[src/rtl/section_min_max.sv]
// section_min_max: groups every sample_count accepted samples into a section
// and reports the section minimum and maximum as offset-binary words over a
// valid/ready handshake. The control state is fully implied by {count, o_valid}.
module section_min_max #(
  parameter int unsigned width        = 16,
  parameter int unsigned sample_count = 32,
  parameter bit          signed_input = 1'b1
) (
  input  logic             clk,
  input  logic             reset_n,
  input  logic             i_valid,
  output logic             i_ready,
  input  logic [width-1:0] i_value,
  output logic             o_valid,
  input  logic             o_ready,
  output logic [width-1:0] o_min_value,
  output logic [width-1:0] o_max_value
);

  localparam int unsigned CW = $clog2(sample_count);
  localparam logic [CW-1:0] LAST = CW'(sample_count - 1);

  // FILL: no result pending; PEND: result pending, section still filling;
  // STALL: result pending and the next sample would complete another section.
  typedef enum logic [1:0] {
    FILL,
    PEND,
    STALL
  } state_t;

  state_t           state;
  logic [CW-1:0]    count;
  logic [width-1:0] acc_min;
  logic [width-1:0] acc_max;
  logic [width-1:0] u;
  logic [width-1:0] new_min;
  logic [width-1:0] new_max;
  logic             accept;
  logic             first;
  logic             last;

  // Map the incoming sample onto the unsigned offset-binary scale.
  always_comb begin
    u = i_value;
    if (signed_input) begin
      u[width-1] = ~i_value[width-1];
    end
  end

  // Decode the implied state from registered count/o_valid only, so i_ready
  // has no combinational path from o_ready or i_valid.
  always_comb begin
    state = FILL;
    if (o_valid) begin
      state = (count == LAST) ? STALL : PEND;
    end
  end

  assign i_ready = (state != STALL);
  assign accept  = i_valid && i_ready;
  assign first   = (count == '0);
  assign last    = (count == LAST);

  // Running extremes including the current sample; a section's first sample
  // seeds both accumulators so nothing carries over between sections.
  always_comb begin
    new_min = u;
    new_max = u;
    if (!first) begin
      new_min = (u < acc_min) ? u : acc_min;
      new_max = (u > acc_max) ? u : acc_max;
    end
  end

  // Section counter, accumulators and result registers. A completing accept
  // can never coincide with an output handshake because i_ready is low in
  // STALL, so the o_valid clear and set below never collide.
  always_ff @(posedge clk or negedge reset_n) begin
    if (!reset_n) begin
      count       <= '0;
      acc_min     <= '1;
      acc_max     <= '0;
      o_valid     <= 1'b0;
      o_min_value <= '1;
      o_max_value <= '0;
    end else begin
      if (o_valid && o_ready) begin
        o_valid <= 1'b0;
      end
      if (accept) begin
        acc_min <= new_min;
        acc_max <= new_max;
        if (last) begin
          count       <= '0;
          o_valid     <= 1'b1;
          o_min_value <= new_min;
          o_max_value <= new_max;
        end else begin
          count <= count + 1'b1;
        end
      end
    end
  end

endmodule
[config.mk]
export PLATFORM = sky130hd
export DESIGN_NAME = section_min_max
export DESIGN_NICKNAME = d
export VERILOG_FILES = /design/src/rtl/section_min_max.sv
export SDC_FILE = /design/constraint.sdc
export NUM_CORES = 1
export LEC_CHECK = 0
export CORE_MARGIN = 2
export CORE_UTILIZATION = 65
export CTS_CLUSTER_SIZE = 25
export DETAILED_ROUTE_END_ITERATION = 8
export DONT_BUFFER_PORTS = 1
export HOLD_SLACK_MARGIN = 0.08
export PLACE_DENSITY = 0.81
export SETUP_SLACK_MARGIN = 0.05
export SKIP_CTS_REPAIR_TIMING = 1
export SYNTH_ARGS = -nofsm -noshare
export SYNTH_HDL_FRONTEND = slang
export SYNTH_SLANG_ARGS = --single-unit
[constraint.sdc]
create_clock -name clk -period 4.6 [get_ports clk]
set_input_delay 1.38 -clock clk [delete_from_list [all_inputs] [get_ports clk]]
set_output_delay 1.38 -clock clk [all_outputs]
set_load 0.02 [all_outputs]
After elaboration in Yosys (flattened, before gate mapping)
Index checks and enable logic that the tools add are counted.
W data, S select, Z words.
Storage, ports and cells
  output and inout bits: 34
  flip-flop bits (word level): 70
Operators by class
  equality and inequality tests: 2
  $lt $le $gt $ge: 2
  muxes and demuxes: 10
  reduce and logical (&&, ||, !) cells: 4
  add/subtract/negate cells: 1
  bitwise gates (word level): 1
Operator list (number)
  $mux W16: 4
  $gt A16 B16 Y1: 1
  $lt A16 B16 Y1: 1
  $add A5 B1 Y5 const B: 1
  $eq A5 B5 Y1 const B: 1
  $logic_not A5 Y1: 1
  $mux W5: 1
  $mux W2: 2
  $mux W1: 3
  $logic_and A1 B1 Y1: 2
  $ne A2 B2 Y1 const B: 1
  $reduce_and A2 Y1: 1
  $not A1 Y1: 1

Longest topological paths before layout
Gate-level depths: netlist of the first run.
  depth in word-level cells: 6
  gate-level depth with buffers: 12

Least setup slack after synthesis of the first run
Ideal clock, no wire load.
  kind: input to register
  from: input port i_value[13]
  to: register acc_max[0]
  path buffers: 1
  slack: 1262 ps
  data required time: 4475 ps
  arrival time: 3214 ps
  cell stages on the path: 8
  cells stage by stage: ha_1 > a21o_1 > a21oi_1 > nor2b_1 > or3_1 > o21ai_2 > buf_2 > mux2_2
Between the ends
  word-level cells in the longest chain between the ends: 3
RTL lines
  from (decl): RTL line 13  | input logic [width-1:0] i_value,
  $gt A16 B16 Y1: RTL line 71  | new_max = (u > acc_max) ? u : acc_max;
  $mux W16: RTL line 71
  $mux W16: RTL line 69  | if (!first) begin
  to (signal assigned): RTL line 92  | acc_max <= new_max;
  to (decl): RTL line 34  | logic [width-1:0] acc_max;
No other way between the ends.
A chain may end at the register's enable or synchronous reset.

Worst setup path after layout of the first run
  from: input port i_value[1]
  to: register acc_max[3]
Same word-level chain as after synthesis.

==> results.ini, run 1 <==
[worst_setup_path]
path_delay_family = compound AO/OA/AOI/OAI gates
path_max_fanout = 16
cp-end-kind = flip-flop
reg2regPathDepth = 7
critical_path_class = input port to flip-flop
required_ns = 4.84
critical_path.max_stage_delay_ns = 0.73
reg2reg_slack_ns = 1.71
cpMaxStageDelayCell = o21ai_2
cp_num_buf_inv = 1
cp.arrival_ns = 3.60
start_kind = input port
regToRegStartpoint = count[0]$_DFFE_PN0P_
r2r-end = acc_min[12]$_DFFE_PN1P_
crit_chain = ha_1 -> nor2b_1 -> o211ai_1 -> a2111oi_0 -> o21bai_1 -> buf_4 -> o21ai_2 -> mux2_2

[floorplan]
die_w_um = 84.2
ios = 54
dieArea_um2 = 7100
start_util_pct = 66.7
num_rows = 29
dieHeight_um = 84.2
coreArea_um2 = 6280

[layout]
area_delta_synth_final_pct = 4.36
diodes = 0
final_layout_size_suffix_gt1_share_pct = 20.4
stdcell_count = 493
nNetsFinal = 465

[synth]
synth_common_cells = o21ai_0 (42), dfrtp_1 (38), nand2_1 (37)
ys_ff_latch = 70
yosysUniqueCellTypes = 45
synth-main-ff-cell = dfrtp_1
syn_area_per_cell_um2 = 9.99
async_flop_share_pct = 100
synth_cells = 419
syn-num-nets = 473
ys_warn_count = 0
synth.most_common_cell = o21ai_0
yosys.area.top_type = dfrtp_1
synth_edf_count = 0
synth_area_leaders = dfrtp_1 (23%), dfstp_2 (20%), ha_1 (10%)
syn_area_um2 = 4190
yosysSeqAreaShare_pct = 42.8
synth_top_cell_area_share_pct = 22.7

[timing]
period_minus_slack_ns = 3.37
finalWorstSetupSlack_ns = 1.23
fin_tns_setup_ns = 0
fin_crit_sh_pct = 73.2
rsz0062_at_grt = no
max_freq_mhz = 297
worst_pin_slew_ns = 0.994
skew_ns = 0.00566
hold_violations = 0
slew-limit-headroom_pct = 33.6
final-setup-viol-count = 0
maxSlewViolCount = 0

[detailed_routing]
drtIter0Drc = 163
postRouteAntennaNets = 0
dr_total_vias = 3079
post_drt_via_cell_ratio = 6.25
drt_first_pass_iters = 5
finalWirelength_mm = 8.93
wire_per_inst_um = 18.1
drc = 0

[global_routing]
overflow = 0
antenna_found_initial = 0
grt_pass1_wl_mm = 14.9
track_usage_pct = 26.6
grt_pass1_vias = 3012
grt_start_max_net_pins = 71

[clock_tree]
cts.reportedPaths.clkPinSlew_ns = 0.07
cts_buffers = 9
cts_tree = built
clock_sinks = 70
cts_max_path_buffers = 2
htree_levels = 3
clk_latency_ns = 0.35
cts_root_buf = clkbuf_8

[hold_path]
holdPathEnd = acc_min[15]$_DFFE_PN1P_
min_path_type = flip-flop to flip-flop
worstHoldStart = acc_min[15]$_DFFE_PN1P_
hold_path_depth = 2

[pwr]
leakagePower_nw = 2.04
power.total_mw = 3.05
powerDensity_nw_per_um2 = 697
peakVddDrop_v = 0.000399

[placed_design]
globalplace.congestion = 0.841
dp_cells = 477
io_buffers = 0
dp_slack_ns = 0.898
hpwl_mm = 6.09

[run]
max_cap_viol_count = 0

[run_status]
status = complete, no violations

## logic make-up (layout without fill, tap and decap cells)
family	count (synthesis)	count (layout)	share of synthesized area (%)
multiplexers	49	49	13.5
AND/OR/NAND/NOR	94	94	10.1
buffers and inverters	58	55	6.37
flip-flops	70	70	42.8
adder cells (fa/ha/maj)	34	34	10.2
AO/OA/AOI/OAI	114	114	17.1
## flip-flops by register name (all words and copies together) (netlist names)
name and flops:
o_valid 1, acc_max 16, acc_min 16, o_max_value 16
count 5, o_min_value 16
## per-stage QoR
stage	util [%]	area, um^2	hold WS [ns]
after floorplan	-	4190	0.472
after global placement	66.5	4170	0.485
after detailed placement	66.5	4170	0.492
after CTS	69.6	4370	0.508
after global routing	69.6	4370	0.538
final	69.6	4370	0.503
## tightest hold or removal path: stages, from the launching register on
cell     delay (ns)
dfstp_2        0.37
inv_1          0.06
mux2i_1        0.07
## layer usage
layer  part of all wire [%]  global-route usage, %
met1                     45                   36.8
met2                     47                   40.9
met4                    1.2                   9.68
met3                    7.0                   6.39
met5                      0                      0
## how the worst max path moves through the flow
| stage | from | endpoint | depth (start not counted) |
|---|---|---|---|
| 5_1_grt | i_value[15] | o_max_value[5]$_DFFE_PN0P_ | 8 |
| 4_1_cts | i_value[1] | acc_max[3]$_DFFE_PN0P_ | 8 |
| 2_1_floorplan | i_value[13] | acc_max[0]$_DFFE_PN0P_ | 8 |
| 6_report | i_value[1] | acc_max[3]$_DFFE_PN0P_ | 8 |
| 3_5_place_dp | i_value[1] | acc_max[11]$_DFFE_PN0P_ | 8 |
| 3_3_place_gp | i_value[1] | acc_max[1]$_DFFE_PN0P_ | 8 |
## cell usage in the layout (no fill, tap or decap), drive strengths merged, types with 2 or more instances in the layout
cell and n:
a21oi 31, buf 3, clkbuf 13, clkinv 3, dfrtp 38, dfstp 32, ha 34, inv 36
mux2 31, mux2i 18, nand2 38, nand2b 3, nand3 2, nand4 4, nor2 35, nor2b 2
nor4 2, o21ai 43, o221ai 2, o22ai 14, o311a 14, or2 2
## where the power goes
part           internal [mW]  total, mW  switching, mW  leakage [nW]
logic                  0.562       1.14          0.577          1.14
clock network          0.255      0.484          0.228         0.104
registers               1.02       1.42          0.404         0.796
total                   1.84       3.05           1.21          2.04
## final cells by class
| cell class | instances | area (um^2) |
|---|---|---|
| fillers | 478 | 1910 |
| flip-flops and latches | 70 | 1790 |
| multi-input cells | 291 | 2130 |
| inverters | 36 | 135 |
| well taps | 77 | 96.3 |
| clock buffers | 13 | 180 |
| clock inverters | 3 | 15.0 |
| repair buffers | 3 | 22.5 |
Power figures use the tool's default switching activity.
==> run 2: changes to the inputs <==
CORE_UTILIZATION = 64   (was 65)
PLACE_DENSITY = 0.8   (was 0.81)
clock period = 3.2 ns   (was 4.6 ns; I/O delays follow)
==> run 2 against run 1 <==
  * Sequential share of layout area down 0.76 points
  * Non-clock buffer count is 9 higher
  * Sequential power is 44% higher
  * Worst setup slack got worse by 0.74 ns
  * Hold slack got worse by 0.20 ns
  * Clock skew up 0.0067 ns
  * Flip-flop and latch count unchanged
  * Combinational power up 52%
  * Die area up 1.5%
  * Cell area rose by 1.9%
  * Critical endpoint is now o_max_value[8]$_DFFE_PN0P_
==> results.ini, run 2 (synthesis gave the netlist of run 1 again) <==
[clock_tree]
cts_buffers = 9
cts_max_path_buffers = 2
cts_tree = built
htree_levels = 3
clk_latency_ns = 0.35
cts_root_buf = clkbuf_8
clock_sinks = 70
cts.reportedPaths.clkPinSlew_ns = 0.07

[floorplan]
num_rows = 29
dieArea_um2 = 7200
coreArea_um2 = 6350
dieHeight_um = 84.9
die_w_um = 84.9
ios = 54
start_util_pct = 65.9

[timing]
hold_slack_ns = 0.301
worst_pin_slew_ns = 0.647
fin_tns_setup_ns = 0
maxSlewViolCount = 0
fin_crit_sh_pct = 84.7
hold_violations = 0
skew_ns = 0.0123
rsz0062_at_grt = no
final-setup-viol-count = 0
period_minus_slack_ns = 2.71
slew-limit-headroom_pct = 56.9
max_freq_mhz = 369

[worst_setup_path]
crit_chain = ha_1 -> and3_1 -> ha_1 -> a21boi_4 -> and2_1 -> nand2_1 -> o311a_1
r2r-end = o_max_value[8]$_DFFE_PN0P_
critical_path_class = flip-flop to flip-flop
required_ns = 3.43
reg2reg_slack_ns = 0.49
cp.arrival_ns = 2.94
start_kind = flip-flop
cp-end-kind = flip-flop
regToRegStartpoint = count[0]$_DFFE_PN0P_
cpMaxStageDelayCell = o311a_1
cp_num_buf_inv = 0
cpMostUsedCell = ha_1
path_max_fanout = 16
reg2regPathDepth = 7
path_delay_family = simple AND/OR/NAND/NOR gates
critical_path.max_stage_delay_ns = 0.45
cp-startpoint = count[0]$_DFFE_PN0P_

[detailed_routing]
post_drt_via_cell_ratio = 6.25
postRouteAntennaNets = 0
wire_per_inst_um = 18.2
dr_total_vias = 3136
drt_first_pass_iters = 5
drc = 0
drtIter0Drc = 210
finalWirelength_mm = 9.16

[pwr]
switching_share_pct = 39.6
internal-power_mw = 2.71
powerDensity_nw_per_um2 = 1010
peakVddDrop_v = 0.000572
seqPwrFrac_pct = 45.6
combPwrFrac_pct = 38.6
clockPowerShare_pct = 15.8
switchingPower_mw = 1.78
leakagePower_nw = 2.08

[global_routing]
grt_start_max_net_pins = 71
grt_pass1_wl_mm = 15.4
antenna_found_initial = 0
grt_pass1_vias = 3107
overflow = 0
track_usage_pct = 27.4

[layout]
final_core_util_pct = 70.1
diodes = 0
final_common_cell = o21ai_0
area_delta_synth_final_pct = 6.34
nNetsFinal = 474
layout_common_cells = o21ai_0 (42), dfrtp_1 (38), nand2_1 (37)
final_layout_size_suffix_gt1_share_pct = 21.4
final_area_um2 = 4450
stdcell_count = 502

[run_status]
status = complete, no violations

[hold_path]
min_path_type = input port to asynchronous set/reset pin

[placed_design]
dp_cells = 486
placed_cell_area_um2 = 4250
globalplace.congestion = 0.837
io_buffers = 0
hpwl_mm = 6.33

[run]
max_cap_viol_count = 0

-- run 2: cell types whose count changed in the layout (fill, tap and decap cells not counted), sizes merged --
cell and delta:
buf +9, clkbuf +2, clkinv -2
-- run 2: worst max-delay path by stage --
stage | cells past startpoint | to
final | 7 | o_max_value[8]$_DFFE_PN0P_
after global routing | 8 | o_max_value[0]$_DFFE_PN0P_
after CTS | 7 | o_max_value[10]$_DFFE_PN0P_
after detailed placement | 6 | o_max_value[15]$_DFFE_PN0P_
after global placement | 8 | acc_max[9]$_DFFE_PN0P_
after floorplan | 8 | acc_max[0]$_DFFE_PN0P_
-- run 2: per-layer routing --
layer | vias up | GRT usage, % | wire, um
li1 | 1497 | - | -
met1 | 1498 | 36.7 | 3940
met2 | 126 | 43.5 | 4340
met3 | 15 | 7.59 | 753
met4 | 0 | 8.95 | 132
met5 | - | 0 | 0
-- run 2: stage by stage --
step	setup slack, ns	total power [mW]
finish	0.489	4.49
detailed placement	0.240	3.77
global route	0.274	4.81
floorplan	0.282	3.40
global placement	0.305	3.68
CTS	0.519	4.50
-- run 2: area by class of cell --
| cell class | count | area [um^2] |
|---|---|---|
| Timing Repair Buffer | 12 | 103 |
| Inverter | 36 | 135 |
| Fill cell | 475 | 1900 |
| Clock inverter | 1 | 8.76 |
| Sequential cell | 70 | 1790 |
| Clock buffer | 15 | 189 |
| Multi-Input combinational cell | 291 | 2130 |
| Tap cell | 77 | 96.3 |
-- run 2: power groups by stage --
stage               combinational, mW  clock (mW)  sequential [mW]
detailed placement               1.71           0             2.06
floorplan                        1.44           0             1.96
CTS                              1.74       0.720             2.05
global route                     1.95       0.753             2.11
global placement                 1.65           0             2.04
finish                           1.73       0.709             2.05
-- run 2: worst reg2reg max path, delay by kind of cell (launching register included) --
kind / cells / cell delay [ns]
fa+ha+maj: 2 / 0.51
compound gates: 2 / 0.76
simple gates: 3 / 0.90
flops: 1 / 0.42
==> run 3: changes to the inputs <==
CORE_UTILIZATION = 58   (was 64)
PLACE_DENSITY = 0.76   (was 0.8)
clock period = 2.3 ns   (was 3.2 ns; I/O delays follow)
==> run 3 against run 2 <==
  * The run now ends with negative setup slack left
  * Maximum frequency increased by 17%
  * First-iteration DRC count shrank 33%
  * Via count is 6.6% higher
  * Critical path depth up 2
  * Global-route usage is 1.0 points lower
  * Cell count rose by 10%
  * Worst setup slack lost 0.52 ns
  * Clock skew fell by 0.0042 ns
  * Register-to-register slack worse by 0.52 ns
  * Combinational power up 100%
  * Non-clock buffer count is 32 higher
  * Highest routed layer unchanged
==> results.ini, run 3 (synthesis gave the netlist of run 1 again) <==
[worst_setup_path]
cp_num_buf_inv = 3
path_max_fanout = 8
cpMaxStageDelayCell = dfrtp_1
critical_path.max_stage_delay_ns = 0.38
cp.arrival_ns = 2.56
critical_path_class = flip-flop to flip-flop
path_delay_family = simple AND/OR/NAND/NOR gates
required_ns = 2.54
start_kind = flip-flop
cp-end-kind = flip-flop
crit_chain = inv_1 -> ha_1 -> nand4_1 -> buf_4 -> nor4_4 -> a21oi_2 -> o21ai_4 -> clkbuf_16 -> mux2_2

[detailed_routing]
wire_per_inst_um = 19.2
finalWirelength_mm = 10.6
postRouteAntennaNets = 0
drc = 0
dr_total_vias = 3342
post_drt_via_cell_ratio = 6.04
drt_first_pass_iters = 4
drtIter0Drc = 140

[global_routing]
met2_usage_pct = 42.2
grt_pass1_vias = 3232
use_met1_pct = 36.1
grt_start_max_net_pins = 71
grt_busiest_layer = met2
grtUsageMet3_pct = 5.26
antenna_found_initial = 0
track_usage_pct = 26.3
overflow = 0
grt_pass1_wl_mm = 15.9

[placed_design]
dp_cells = 520
globalplace.congestion = 0.816
io_buffers = 0
hpwl_mm = 6.65
dp_slack_ns = -0.188

[timing]
max_freq_mhz = 430
hold_slack_ns = 0.168
fin_tns_setup_ns = -0.0992
maxSlewViolCount = 0
final-setup-viol-count = 9
slew-limit-headroom_pct = 73.4
rsz0062_at_grt = yes
fin_crit_sh_pct = 101
hold_violations = 0
skew_ns = 0.00816
worst_pin_slew_ns = 0.399
period_minus_slack_ns = 2.33
finalWorstSetupSlack_ns = -0.0266

[layout]
stdcell_count = 553
seq_area_um2 = 1790
nNetsFinal = 506
nFillCells = 458
multiInputGateArea_um2 = 2470
diodes = 0
area_delta_synth_final_pct = 22.9
layout_common_cells = o21ai_0 (39), dfrtp_1 (38), nand2_1 (36)
final_core_util_pct = 74.5
final_layout_size_suffix_gt1_share_pct = 36.3
final_common_cell = o21ai_0

[clock_tree]
cts_tree = built
cts.reportedPaths.clkPinSlew_ns = 0.08
clk_latency_ns = 0.35
cts_buffers = 9
htree_levels = 3
cts_max_path_buffers = 2
cts_root_buf = clkbuf_8
clock_sinks = 70

[hold_path]
min_path_type = input port to asynchronous set/reset pin

[pwr]
powerDensity_nw_per_um2 = 1420
switching_share_pct = 39.6
internal-power_mw = 4.42
combPwrFrac_pct = 47.6
peakVddDrop_v = 0.000755
seqPwrFrac_pct = 39.3
leakagePower_nw = 2.35
switchingPower_mw = 2.89
clockPowerShare_pct = 13.1

[run_status]
violations = negative setup slack
status = finished, violations left

[floorplan]
coreArea_um2 = 6910
ios = 54
num_rows = 30
dieHeight_um = 88.9
die_w_um = 88.9
dieArea_um2 = 7910
start_util_pct = 60.6

[run]
max_cap_viol_count = 0

## run 3: area by class of cell
class                      instances  share of cell area [%]
clock buffer                      13                    3.31
clock inverter                     3                   0.341
inverter                          36                    2.63
multi-input combinational        291                    48.1
sequential                        70                    34.8
tap                               96                    2.34
timing repair buffer              44                    8.49
## run 3: worst paths after layout
check | slack [ns] | depth (start not counted) | startpoint | to
setup / recovery | -0.03 | 9 | acc_max[7]$_DFFE_PN0P_ | acc_max[10]$_DFFE_PN0P_
hold / removal | 0.17 | 0 | reset_n | o_min_value[0]$_DFFE_PN1P_
setup reg to reg | -0.03 | 9 | acc_max[7]$_DFFE_PN0P_ | acc_max[10]$_DFFE_PN0P_
hold reg to reg | 0.53 | 2 | acc_min[15]$_DFFE_PN1P_ | acc_min[15]$_DFFE_PN1P_
max in group asynchronous | 1.91 | 1 | reset_n | acc_max[12]$_DFFE_PN0P_
min in group clk | 0.38 | 1 | i_value[15] | acc_min[15]$_DFFE_PN1P_
## run 3: power by group through the flow
| stage | Combinational (mW) | Sequential (mW) | Clock [mW] |
|---|---|---|---|
| after floorplan | 2.11 | 2.72 | 0 |
| after global placement | 2.56 | 2.81 | 0 |
| after detailed placement | 2.67 | 2.85 | 0 |
| after CTS | 2.71 | 2.83 | 0.968 |
| after global routing | 3.79 | 2.97 | 1.02 |
| final | 3.48 | 2.87 | 0.958 |
## run 3: stage by stage
step / area (um^2) / total power, mW
final: 5140 / 7.31
after floorplan: 4270 / 4.83
after CTS: 4670 / 6.51
after detailed placement: 4480 / 5.52
after global routing: 5140 / 7.78
after global placement: 4480 / 5.37
## run 3: routing by layer
| metal | wire length [um] | part of all wire [%] | vias up |
|---|---|---|---|
| met2 | 5160 | 49 | 109 |
| met3 | 670 | 6.3 | 21 |
| met4 | 219 | 2.1 | 0 |
| li1 | - | - | 1570 |
| met1 | 4550 | 43 | 1642 |
| met5 | 0 | 0 | - |
## run 3: worst reg2reg max path: stages, from the launching register on
cell and delay (ns):
dfrtp_1 0.38, inv_1 0.06, ha_1 0.31, nand4_1 0.21, buf_4 0.22, nor4_4 0.27
a21oi_2 0.12, o21ai_4 0.11, clkbuf_16 0.21, mux2_2 0.34
